### src/rtl/comp_seq_ctrl.sv
// comp_seq_ctrl
// Compares two WIDTH-bit unsigned operands by walking their 2-bit pairs
// from MSB to LSB through an external combinational comparator slice.
// One pair is presented per clock.
//
// Build option: COMP_SEQ_EARLY_TERM_EN
//   defined   : scan stops at the first differing pair (variable latency)
//   undefined : scan always visits all NP pairs (fixed latency NP+1)
//
// Ports:
//   clk, rst            clock, asynchronous active-high reset
//   start, a, b         compare request and operands (captured on accept)
//   slice_a, slice_b    current pair driven to the comparator slice
//   slice_eq/gt/lt      comparator slice flags
//   busy                high while scanning
//   done                one-cycle pulse, results valid
//   a_eq_b/a_gt_b/a_lt_b registered results, held until next accept
module comp_seq_ctrl #(
    parameter int WIDTH = 8
) (
    input  logic             clk,
    input  logic             rst,
    input  logic             start,
    input  logic [WIDTH-1:0] a,
    input  logic [WIDTH-1:0] b,
    output logic [1:0]       slice_a,
    output logic [1:0]       slice_b,
    input  logic             slice_eq,
    input  logic             slice_gt,
    input  logic             slice_lt,
    output logic             busy,
    output logic             done,
    output logic             a_eq_b,
    output logic             a_gt_b,
    output logic             a_lt_b
);

    localparam int NP = WIDTH / 2;
    localparam int IW = (NP > 1) ? $clog2(NP) : 1;

    localparam logic [1:0] S_IDLE = 2'd0;
    localparam logic [1:0] S_SCAN = 2'd1;
    localparam logic [1:0] S_DONE = 2'd2;

    logic [1:0]       r_state;
    logic [IW-1:0]    r_idx;
    logic [WIDTH-1:0] r_a;
    logic [WIDTH-1:0] r_b;
    logic             r_eq;
    logic             r_gt;
    logic             r_lt;
`ifndef COMP_SEQ_EARLY_TERM_EN
    // Set once the most significant differing pair has been recorded, so
    // less significant pairs cannot overwrite the result.
    logic             r_decided;
`endif

    // Split the captured operands into pairs so the slice mux is a plain
    // array select on the pair index.
    logic [1:0] w_pair_a [NP];
    logic [1:0] w_pair_b [NP];

    genvar gi;
    generate
        for (gi = 0; gi < NP; gi++) begin : g_pair
            assign w_pair_a[gi] = r_a[2*gi +: 2];
            assign w_pair_b[gi] = r_b[2*gi +: 2];
        end
    endgenerate

    logic w_scan;
    logic w_accept;

    assign w_scan   = (r_state == S_SCAN);
    assign w_accept = start && !w_scan;

    assign slice_a = w_scan ? w_pair_a[r_idx] : 2'b00;
    assign slice_b = w_scan ? w_pair_b[r_idx] : 2'b00;
    assign busy    = w_scan;
    assign done    = (r_state == S_DONE);
    assign a_eq_b  = r_eq;
    assign a_gt_b  = r_gt;
    assign a_lt_b  = r_lt;

    always_ff @(posedge clk or posedge rst) begin
        if (rst) begin
            r_state <= S_IDLE;
            r_idx   <= '0;
            r_a     <= '0;
            r_b     <= '0;
            r_eq    <= 1'b0;
            r_gt    <= 1'b0;
            r_lt    <= 1'b0;
`ifndef COMP_SEQ_EARLY_TERM_EN
            r_decided <= 1'b0;
`endif
        end else begin
            case (r_state)
                S_IDLE, S_DONE: begin
                    if (w_accept) begin
                        r_a     <= a;
                        r_b     <= b;
                        r_idx   <= IW'(NP - 1);
                        r_eq    <= 1'b0;
                        r_gt    <= 1'b0;
                        r_lt    <= 1'b0;
`ifndef COMP_SEQ_EARLY_TERM_EN
                        r_decided <= 1'b0;
`endif
                        r_state <= S_SCAN;
                    end else begin
                        r_state <= S_IDLE;
                    end
                end
                S_SCAN: begin
`ifdef COMP_SEQ_EARLY_TERM_EN
                    if (!slice_eq) begin
                        // Flags are copied as delivered, even if inconsistent.
                        r_gt    <= slice_gt;
                        r_lt    <= slice_lt;
                        r_state <= S_DONE;
                    end else if (r_idx == '0) begin
                        r_eq    <= 1'b1;
                        r_state <= S_DONE;
                    end else begin
                        r_idx   <= r_idx - 1'b1;
                    end
`else
                    if (!slice_eq && !r_decided) begin
                        r_gt      <= slice_gt;
                        r_lt      <= slice_lt;
                        r_decided <= 1'b1;
                    end
                    if (r_idx == '0) begin
                        // Equal only if neither an earlier pair nor this one differed.
                        if (slice_eq && !r_decided) begin
                            r_eq <= 1'b1;
                        end
                        r_state <= S_DONE;
                    end else begin
                        r_idx <= r_idx - 1'b1;
                    end
`endif
                end
                default: begin
                    r_state <= S_IDLE;
                end
            endcase
        end
    end

endmodule

### config.mk
export PLATFORM = sky130hd
export DESIGN_NAME = comp_seq_ctrl
export DESIGN_NICKNAME = d
export VERILOG_FILES = /design/src/rtl/comp_seq_ctrl.sv
export SDC_FILE = /design/constraint.sdc
export NUM_CORES = 1
export LEC_CHECK = 0
export ABC_AREA = 1
export CAP_MARGIN = 20
export CELL_PAD_IN_SITES_DETAIL_PLACEMENT = 0
export CELL_PAD_IN_SITES_GLOBAL_PLACEMENT = 1
export CORE_ASPECT_RATIO = 1.2
export CORE_UTILIZATION = 31
export CTS_CLUSTER_SIZE = 16
export DETAILED_ROUTE_END_ITERATION = 8
export PLACE_DENSITY = 0.84
export REMOVE_ABC_BUFFERS = 1
export SLEW_MARGIN = 15
export SYNTH_ARGS = -nofsm -noshare
export SYNTH_HDL_FRONTEND = slang
export SYNTH_SLANG_ARGS = --single-unit
### constraint.sdc
create_clock -name clk -period 1.1 [get_ports clk]
set_clock_uncertainty 0.05 [all_clocks]
set_input_delay 0.22 -clock clk [delete_from_list [all_inputs] [get_ports clk]]
set_output_delay 0.22 -clock clk [all_outputs]
set_load 0.02 [all_outputs]
==> reports/qor.txt, run 1 <==
Outcome - finished, violations left
Failing checks - negative setup slack
Largest net degree at the start of global routing - 25
Async SR Flop Fraction - 100.0%
Vias in the first global route - 1106
First-pass GRT wire length - 4726 µm
Final worst slack - -0.4701 ns
Fillers - 329
DRT iter0 DRCs - 19
Synth area leaders - dfrtp_1 (51%), nand2_1 (17%), o21ai_2 (4.4%)
Detailed-route wire length - 3050 µm
Most common cell in the synthesized netlist - nand2_1
Area Overhead vs Synth - 75.34%
Netlist cell types - 19
Critical Path RT - 0.83 ns
Type of the worst min-delay path - primary input to async pin
CTS clock-pin slew for the worst setup and hold paths - 0.09 ns
Mux cell area share after synthesis - 0%
Worst Setup Start Kind - flip-flop
Static Leakage - 1.033 nW
Xor/xnor share of the synthesized area - 0%
DR DRC count - 0
Layout cell share with drive strength beyond 1 - 44.83%
Max rail drop VDD - 1231 µV
Least-Margin Pin Slew - 0.2266 ns
Total CTS buffers - 3
Synth area leader - dfrtp_1
Final HPWL DP - 1955 µm
Cells after Synth - 141
Routability Congestion - 0.8139
Worst Setup End Kind - output pin
Clock tree from TritonCTS - built
Worst EP arrival - 1.30 ns
Initial antenna violation count - 0
Tcrit/Tclk final - 142.7%
TritonCTS Sinks - 24
Yosys warning count - 0
Crit path max fanout - 7
Register area - 601.8 µm²
Area share of the largest cell type after synthesis - 50.79%
Standard-cell rows - 24
Nets - 227
Compound-Gate Fraction of Synth Area - 12.38%
Worst Path Class, Setup - flip-flop to output pin
Top cells by count, synth - nand2_1 (53), dfrtp_1 (24), inv_1 (13), nor2_1 (9)
Fmax - 636.9 MHz
Vias/cell - 4.373
Total gr overflow - 0
Area occupied by multi-input gates - 636.9 µm²
Vias after detailed routing - 1115
RSZ-0062 raised after global routing - yes
Clock Latency Late Sink - 0.26 ns
Number of synthesized flops with an enable pin - 0
IO Count - 31
Relative slew slack - 84.85%
Hold Buf Count CTS - 0
CTS Root Cell - clkbuf_8
Minimum clock period - 1.570 ns
Inserted Diodes - 0
Largest family of logic cells by synthesized area - simple AND/OR/NAND/NOR gates
Cell Pwr Density - 2799 mW/mm²
Post-Syn Area - 0.001182 mm²
Chip height - 69.65 µm
Sequential fraction of the synthesis area - 50.79%
DP Worst Slack - -0.7629 ns
Final core area utilization - 57.06%
Total die area - 0.004066 mm²
Initial Util - 32.54%
Maxcap violations - 0
Main synth FF type - dfrtp_1
Gr usage total - 15.14%
Final Hold Vio Count - 0
Final count of pins violating max slew - 0
Mean Syn Cell Area - 8.386 µm²
Clock buffer depth - 2
Antenna viol nets, final - 0
DRT Pass-1 Iters - 4
DR WL/cell - 11.96 µm
Port buffer count - 30
Simple-Gate Fraction of Synth Area - 26.98%
Core ar. - 0.003633 mm²
Adder-cell share of the synthesized area - 1.058%
Final setup fails - 30
Die Width - 58.38 µm
Htree depth - 1
Seq cells post-synth - 24
cell families (layout without fill, tap and decap cells):
group           Yosys count  after routing
compound gates           22             22
fa+ha+maj                 1              1
buf+inv                  21             83
flops                    24             24
simple gates             73             73
layout by cell type (no fill, tap or decap):
cell and n:
nand2_1 30, dfrtp_1 23, clkdlybuf4s50_1 21, buf_4 21, nand2_2 16, buf_6 15, inv_1 12, nand2_4 10
nor2_1 8, o21ai_1 6, o21ai_2 5, o211ai_1 5, a21oi_1 4, clkbuf_8 4, buf_12 3, inv_4 2
nand2_8 2, nor2_4 2, nand4_1 2, inv_8 1, inv_2 1, o21ai_4 1, nor2_2 1, o22ai_2 1
nand3_2 1, nand3_1 1, ha_4 1, clkbuf_16 1, buf_2 1, buf_8 1, dfrtp_2 1
where the power goes:
group | internal, W | leakage [nW] | switching, W
Combinational | 0.00183 | 0.708 | 0.00186
Sequential | 0.00129 | 0.296 | 0.000215
Clock | 0.000320 | 0.0288 | 0.000286
through the flow:
step / total power (W) / hold slack, ns / setup TNS, ns / area [µm²] / instances
CTS: 0.005350 / 0.2284 / -4.793 / 1897 / 251
finish: 0.005803 / 0.2178 / -5.562 / 2073 / 255
detailed placement: 0.004308 / 0.4188 / -10.62 / 1729 / 243
global route: 0.006225 / 0.2404 / -7.255 / 2073 / 255
floorplan: 0.002951 / 0.1846 / -2.300 / 1139 / 136
global placement: 0.004210 / 0.4098 / -9.909 / 1729 / 243
final cells by class:
class                   count  share of cell area (%)
repair buffers             63                   30.96
multi-input cells          96                   30.72
flip-flops and latches     24                   29.03
inverters                  16                   3.500
well taps                  52                   3.138
clock buffers               4                   2.655
worst max-delay path, cell delays in order (launching register included):
cell and delay (ns):
dfrtp_2 0.39, buf_6 0.13, nor2_1 0.05, nor2_1 0.08, o21ai_1 0.07, a21oi_1 0.15, buf_4 0.16
final timing paths:
check                           startpoint  slack [ns]    endpoint  cells past startpoint
worst max-delay path              r_idx[0]       -0.47  slice_a[0]                      6
worst min-delay path                   rst        0.22      r_b[6]                      3
worst min register to register      r_b[5]        0.44      r_b[5]                      2
max in group asynchronous              rst        0.62    r_idx[0]                      3
min in group clk                      a[0]        0.43      r_a[0]                      3
worst max register to register    r_idx[0]       -0.22    r_idx[1]                      7
what timing repair did:
| action | CTS | global route |
|---|---|---|
| gates resized for setup | 75 | 43 |
| endpoints found under the setup margin | 33 | 33 |
| buffers inserted | 6 | 5 |
| cloned | 0 | 1 |
| pin swaps | 9 | 18 |
routing by layer:
layer	routed length [µm]	up-vias	global-route usage, %
met3	63	4	1.679
met4	43	0	6.349
met1	1249	527	18.08
met2	1694	18	26.82
met5	0	-	0
li1	-	566	-
sequential cells by signal, indices dropped and copies added (netlist names):
register and count:
r_state 2, r_idx 2, r_b 8, a_lt_b 1, a_gt_b 1, r_a 8, r_decided 1, a_eq_b 1
(Power assumes the default switching activity.)
==> run 2: changes to the inputs <==
ABC_AREA = not set   (was 1)
==> run 2 against run 1 <==
Critical path depth is 2 lower. Die area is 8.3% lower. Sequential power is 8% higher. Utilization is 2.2 points higher. The flow still finishes with violations (negative setup slack).
==> reports/qor.txt, run 2 <==
Routability Congestion - 0.7600 (-6.6%)
Initial antenna violation count - 0 (unchanged)
DR WL/cell - 13.44 µm (+12%)
Total die area - 0.003728 mm² (-8.3%)
Yosys warning count - 0 (unchanged)
Main synth FF type - dfrtp_1
Flop pwr share - 28.2% (+2.2 points)
Tcrit/Tclk final - 143.1% (+0.41 points)
Antenna viol nets, final - 0 (unchanged)
DR DRC count - 0 (unchanged)
DRT Pass-1 Iters - 2 (-2)
Sequential fraction of the synthesis area - 55.56% (+4.8 points)
Top cells by count, synth - nand2_1 (54), dfrtp_1 (24), mux2i_1 (8)
Hold_ws - 0.2120 ns (-0.005778 ns)
Total power - 0.005777 W (-0.44%)
Worst Setup Start Kind - flip-flop
Chip height - 66.69 µm (-4.2%)
Largest net degree at the start of global routing - 25 (unchanged)
Commonest non-fill, non-tap cell in the layout - nand2_2
Seq cells post-synth - 24 (unchanged)
Synth area leaders - dfrtp_1 (56%), nand2_1 (19%), mux2i_1 (7.4%)
TritonCTS Sinks - 24 (unchanged)
Static Leakage - 0.9923 nW (-4.0%)
Crit path max fanout - 4 (-3)
Clock Latency Late Sink - 0.27 ns (about the same)
Final HPWL DP - 1685 µm (-14%)
Inserted Diodes - 0 (unchanged)
Most frequent cells in the layout - nand2_2 (25), dfrtp_1 (23), nand2_1 (20), clkdlybuf4s50_1 (20), buf_6 (16)
Placed Cells - 189 (-22%)
Cells after Synth - 116 (-18%)
Failing checks - negative setup slack
Fillers - 287 (-13%)
Maxcap violations - 0 (unchanged)
IO Count - 31 (unchanged)
Initial Util - 32.38% (-0.16 points)
Gr usage total - 16.30% (+1.2 points)
DP Worst Slack - -0.7425 ns (+0.02039 ns)
Die Width - 55.91 µm (-4.2%)
Critical Path RT - 0.83 ns (about the same)
Minimum clock period - 1.575 ns (+0.004524 ns)
Outcome - finished, violations left
Clock buffer depth - 2 (unchanged)
Core ar. - 0.003338 mm² (-8.1%)
Detailed-route wire length - 2810 µm (-7.9%)
Htree depth - 1 (unchanged)
Synth area leader - dfrtp_1
Vias after detailed routing - 986 (-12%)
CTS clock-pin slew for the worst setup and hold paths - 0.09 ns (about the same)
Area occupied by multi-input gates - 640.6 µm² (+0.59%)
Max rail drop VDD - 1639 µV (+33%)
Fmax - 635.1 MHz (-0.29%)
Area Overhead vs Synth - 83.10%
Async SR Flop Fraction - 100.0% (unchanged)
Register area - 601.8 µm² (unchanged)
Nets - 196 (-14%)
Vias in the first global route - 1047 (-5.3%)
Combinational share of power - 58.4% (-5.2 points)
Worst Setup End Kind - output pin
FF-to-FF setup slack - -0.43 ns (-0.21 ns)
RSZ-0062 raised after global routing - yes
Area share of the largest cell type after synthesis - 55.56% (+4.8 points)
Standard-cell rows - 23 (-4.2%)
First-pass GRT wire length - 4678 µm (-1.0%)
Worst Path Class, Setup - flip-flop to output pin
Clock power share - 13.4% (+3.0 points)
Psw - 0.002136 W (-9.4%)
Sw Share - 36.98% (-3.7 points)
Final worst slack - -0.4746 ns (-0.004524 ns)
Port buffer count - 30 (unchanged)
Final Hold Vio Count - 0 (unchanged)
Total CTS buffers - 3 (unchanged)
Final std cells w/o fill - 209 (-18%)
Final count of pins violating max slew - 0 (unchanged)
Netlist cell types - 20 (+1)
Type of the worst min-delay path - primary input to async pin
Vias/cell - 4.718 (+7.9%)
DRT iter0 DRCs - 17 (-2)
CTS Root Cell - clkbuf_8
Layout cell share with drive strength beyond 1 - 51.16% (+6.3 points)
Post-Syn Area - 0.001081 mm² (-8.6%)
Clock tree from TritonCTS - built
Least-Margin Pin Slew - 0.2860 ns (+0.05939 ns)
Worst EP arrival - 1.30 ns (about the same)
Mean Syn Cell Area - 9.319 µm² (+11%)
Pint - 0.003641 W (+5.7%)
Total gr overflow - 0 (unchanged)
Number of synthesized flops with an enable pin - 0 (unchanged)
Relative slew slack - 80.91% (-3.9 points)
Largest regs - r_a: 8 flops, r_b: 8 flops
Most common cell in the synthesized netlist - nand2_1
Final setup fails - 30 (unchanged)
Hold Buf Count CTS - 0 (unchanged)
Cell Pwr Density - 2919 mW/mm² (+4.3%)
[run 2: cell types whose count changed in the layout (fill, tap and decap cells not counted), sizes merged, moves of 3 or more]
cell / previous run / this run
buf: 41 / 36
inv: 16 / 4
o211ai: 5 / 0
o21ai: 12 / 2
nor2: 11 / 0
o22ai: 1 / 4
nor2b: 0 / 3
nand2: 58 / 54
mux2i: 0 / 8
[run 2: critical path, stage by stage (launching register included)]
cell and delay [ns]:
dfrtp_1 0.42, nor2b_4 0.19, nand2_4 0.10, o22ai_2 0.19, buf_6 0.15
[run 2: metal layers]
metal | track usage [%] | wire length (µm)
met2 | 29.37 | 1564
met3 | 2.913 | 105
met5 | 0 | 0
met1 | 19.09 | 1088
met4 | 7.012 | 51
[run 2: kinds of logic (layout without fill, tap and decap cells)]
| logic type | after synthesis | in the layout | share of synthesized area, % |
|---|---|---|---|
| muxes | 8 | 8 | 7.408 |
| DFF | 24 | 24 | 55.56 |
| adders and majority gates | 1 | 1 | 1.157 |
| AOI/OAI and AO/OA | 10 | 10 | 5.787 |
| and+or+nand+nor | 64 | 64 | 26.16 |
| buffers and inverters | 9 | 65 | 3.935 |
[run 2: cell type report]
cell class | count | share of cell area (%)
clock buffer | 3 | 2.086
clock inverter | 1 | 1.517
inverter | 4 | 0.8850
multi-input combinational | 83 | 32.36
sequential | 24 | 30.40
tap | 37 | 2.339
timing repair buffer | 57 | 30.40
[run 2: timing repair]
action,CTS,global route
setup endpoints to repair,33,33
resized for setup,101,32
pin swaps,25,26
buffers inserted,10,9
endpoints found under the hold margin,0,0
gates cloned,2,0
[run 2: per-stage QoR]
step | TNS, ns | util [%] | instance area (µm²)
floorplan | -6.861 | - | 1054
global placement | -10.69 | 45.16 | 1508
detailed placement | -11.49 | 45.16 | 1508
CTS | -7.530 | 56.18 | 1876
global route | -8.191 | 59.30 | 1979
finish | -6.643 | 59.30 | 1979
[run 2: path summary, 6_finish.rpt]
kind / start / end / cells after the start
max: r_state[1] / slice_a[0] / 4
min: rst / a_lt_b / 3
max reg2reg: r_idx[0] / r_idx[0] / 8
min reg2reg: r_b[0] / r_b[0] / 2
max in group asynchronous: rst / r_idx[0] / 3
min in group clk: b[0] / r_b[0] / 3
[run 2: power by group through the flow]
stage | logic [W] | registers, W | clock network (W)
floorplan | 0.00109 | 0.00163 | 0
global placement | 0.00201 | 0.00160 | 0
detailed placement | 0.00208 | 0.00161 | 0
CTS | 0.00306 | 0.00157 | 0.000781
global route | 0.00363 | 0.00168 | 0.000811
finish | 0.00337 | 0.00163 | 0.000775
==> run 3: changes to the inputs <==
TNS_END_PERCENT = 20   (was not set)
==> run 3 against run 2 <==
The flow still finishes with violations (negative setup slack). Sequential power fell by 4%. Die area did not move. Cell count fell by 5.7%. Sequential share of layout area rose by 4.8 points. Largest cell class is now flip-flops and latches. Critical endpoint unchanged.
==> reports/qor.txt, run 3 (synthesis gave the netlist of run 2 again) <==
Outcome - finished, violations left
Failing checks - negative setup slack
Relative slew slack - 83.68% (+2.8 points)
Nets - 184 (-6.1%)
Clock Latency Late Sink - 0.26 ns (about the same)
DRT Pass-1 Iters - 4 (+2)
Chip height - 66.69 µm (unchanged)
Clock power share - 15.4% (+2.0 points)
Die Width - 55.91 µm (unchanged)
Inserted Diodes - 0 (unchanged)
Type of the worst min-delay path - primary input to async pin
Reg-to-reg startpoint - r_idx[0]
Gr usage total - 14.70% (-1.6 points)
Crit. Startpoint - r_idx[0]
Worst Setup Start Kind - flip-flop
Worst EP arrival - 1.29 ns (about the same)
Largest net degree at the start of global routing - 25 (unchanged)
DR DRC count - 0 (unchanged)
FF-to-FF setup slack - -0.32 ns (+0.11 ns)
Vias after detailed routing - 904 (-8.3%)
Reg2reg end - r_idx[1]
Hold Buf Count CTS - 0 (unchanged)
CTS clock-pin slew for the worst setup and hold paths - 0.09 ns (about the same)
First-pass GRT wire length - 4243 µm (-9.3%)
Total CTS buffers - 3 (unchanged)
DRT iter0 DRCs - 27 (+10)
CP max-delay cell - dfrtp_2
Clock tree from TritonCTS - built
Fmax - 642.4 MHz (+1.1%)
Cell family with most CP delay - flip-flops
Combinational share of power - 53.1% (-5.3 points)
Final count of pins violating max slew - 0 (unchanged)
Maxcap violations - 0 (unchanged)
Total gr overflow - 0 (unchanged)
Layout cell share with drive strength beyond 1 - 28.13% (-23 points)
Final Hold Vio Count - 0 (unchanged)
Vias in the first global route - 954 (-8.9%)
Htree depth - 1 (unchanged)
Hold_ws - 0.2114 ns (-0.0005900 ns)
Final worst slack - -0.4567 ns (+0.01783 ns)
Worst Reg-to-Reg Cells - 7 (-1)
Initial Util - 32.38% (unchanged)
Worst path bufs/invs - 2 (+1)
Largest regs - r_a: 8 flops, r_b: 8 flops
Routability Congestion - 0.7600 (unchanged)
Core ar. - 0.003338 mm² (unchanged)
Commonest non-fill, non-tap cell in the layout - nand2_1
DR WL/cell - 12.28 µm (-8.7%)
Critical Path RT - 0.83 ns (about the same)
Max rail drop VDD - 1566 µV (-4.4%)
Psw - 0.001827 W (-14%)
Vias/cell - 4.589 (-2.7%)
CP Cell Sequence - buf_6 > mux2i_1 > o22ai_2 > buf_6
Port buffer count - 30 (unchanged)
Static Leakage - 0.8672 nW (-13%)
Final HPWL DP - 1685 µm (unchanged)
Pint - 0.003173 W (-13%)
Least-Margin Pin Slew - 0.2445 ns (-0.04147 ns)
Total power - 0.005000 W (-13%)
Worst Path Class, Setup - flip-flop to output pin
Tcrit/Tclk final - 141.5% (-1.6 points)
Flop pwr share - 31.4% (+3.2 points)
Antenna viol nets, final - 0 (unchanged)
Most frequent cells in the layout - nand2_1 (52), dfrtp_1 (22), clkdlybuf4s50_1 (20)
Standard-cell rows - 23 (unchanged)
Clock buffer depth - 2 (unchanged)
RSZ-0062 raised after global routing - yes
Cell Pwr Density - 2921 mW/mm² (about the same)
Total die area - 0.003728 mm² (unchanged)
Initial antenna violation count - 0 (unchanged)
Sw Share - 36.54% (-0.43 points)
IO Count - 31 (unchanged)
Placed cell areas - 0.001508 mm² (unchanged)
Final setup fails - 30 (unchanged)
Detailed-route wire length - 2419 µm (-14%)
CTS Root Cell - clkbuf_8
Minimum clock period - 1.557 ns (-0.01784 ns)
Crit path max fanout - 5 (+1)
Max incr delay on CP - 0.42 ns (about the same)
Final instance area - 0.001712 mm² (-14%)
Worst Setup End Kind - output pin
TritonCTS Sinks - 24 (unchanged)
Critical Path Most Common Cell - buf_6
Area Overhead vs Synth - 58.33%
[run 3: changes by cell type in the layout (fill, tap and decap cells not counted), moves of 2 or more]
cell,delta
buf_12,-2
buf_6,-3
nand2_2,-25
nand2_4,-7
buf_8,-2
buf_4,-7
buf_2,+2
nand2_1,+32
[run 3: worst max path at each step]
stage                 endpoint  cells past startpoint
finish              slice_a[0]                      4
global route        slice_a[0]                      4
CTS                 slice_a[0]                      4
detailed placement  slice_b[1]                      3
global placement    slice_b[0]                      3
floorplan           slice_a[0]                      3
[run 3: layout make-up]
type | instances | area [µm²]
Tap cell | 37 | 46.29
Sequential cell | 24 | 603.1
Fill cell | 302 | 1627
Clock inverter | 1 | 30.03
Clock buffer | 3 | 41.29
Timing Repair Buffer | 45 | 455.4
Inverter | 4 | 17.52
Multi-Input combinational cell | 83 | 518.0
[run 3: timing repair]
action / 4_1_cts / 5_1_grt
endpoints found under the hold margin: 0 / 0
endpoints found under the setup margin: 33 / 33
pin swaps: 7 / 2
resized for setup: 73 / 5
buffers inserted: 4 / 0
[run 3: metal layers]
metal | share of wire (%) | up-vias | GRT usage (%)
li1 | - | 458 | -
met1 | 42 | 420 | 17.38
met2 | 53 | 24 | 26.51
met3 | 4.6 | 2 | 3.301
met4 | 0.41 | 0 | 4.878
met5 | 0 | - | 0
[run 3: worst reg2reg max path: cells and delay by family (launching register included)]
family,cells,cell delay [ns]
AO/OA/AOI/OAI,1,0.14
adder cells (fa/ha/maj),1,0.15
buffers and inverters,3,0.28
flip-flops,1,0.38
AND/OR/NAND/NOR,2,0.34
[run 3: stage by stage]
stage               setup TNS (ns)  utilization [%]  worst slack (ns)  std cells
global route                -6.424            51.27           -0.5255        197
CTS                         -4.766            50.79           -0.4476        197
finish                      -4.567            51.27           -0.4567        197
floorplan                   -6.861                -           -0.4163        111
global placement            -10.69            45.16           -0.7016        189
detailed placement          -11.49            45.16           -0.7425        189
[run 3: power by group through the flow]
stage | clock, W | combinational, W | sequential (W)
after detailed placement | 0 | 0.00208 | 0.00161
after global routing | 0.000817 | 0.00288 | 0.00163
final | 0.000772 | 0.00266 | 0.00157
after global placement | 0 | 0.00201 | 0.00160
after CTS | 0.000781 | 0.00259 | 0.00156
after floorplan | 0 | 0.00109 | 0.00163
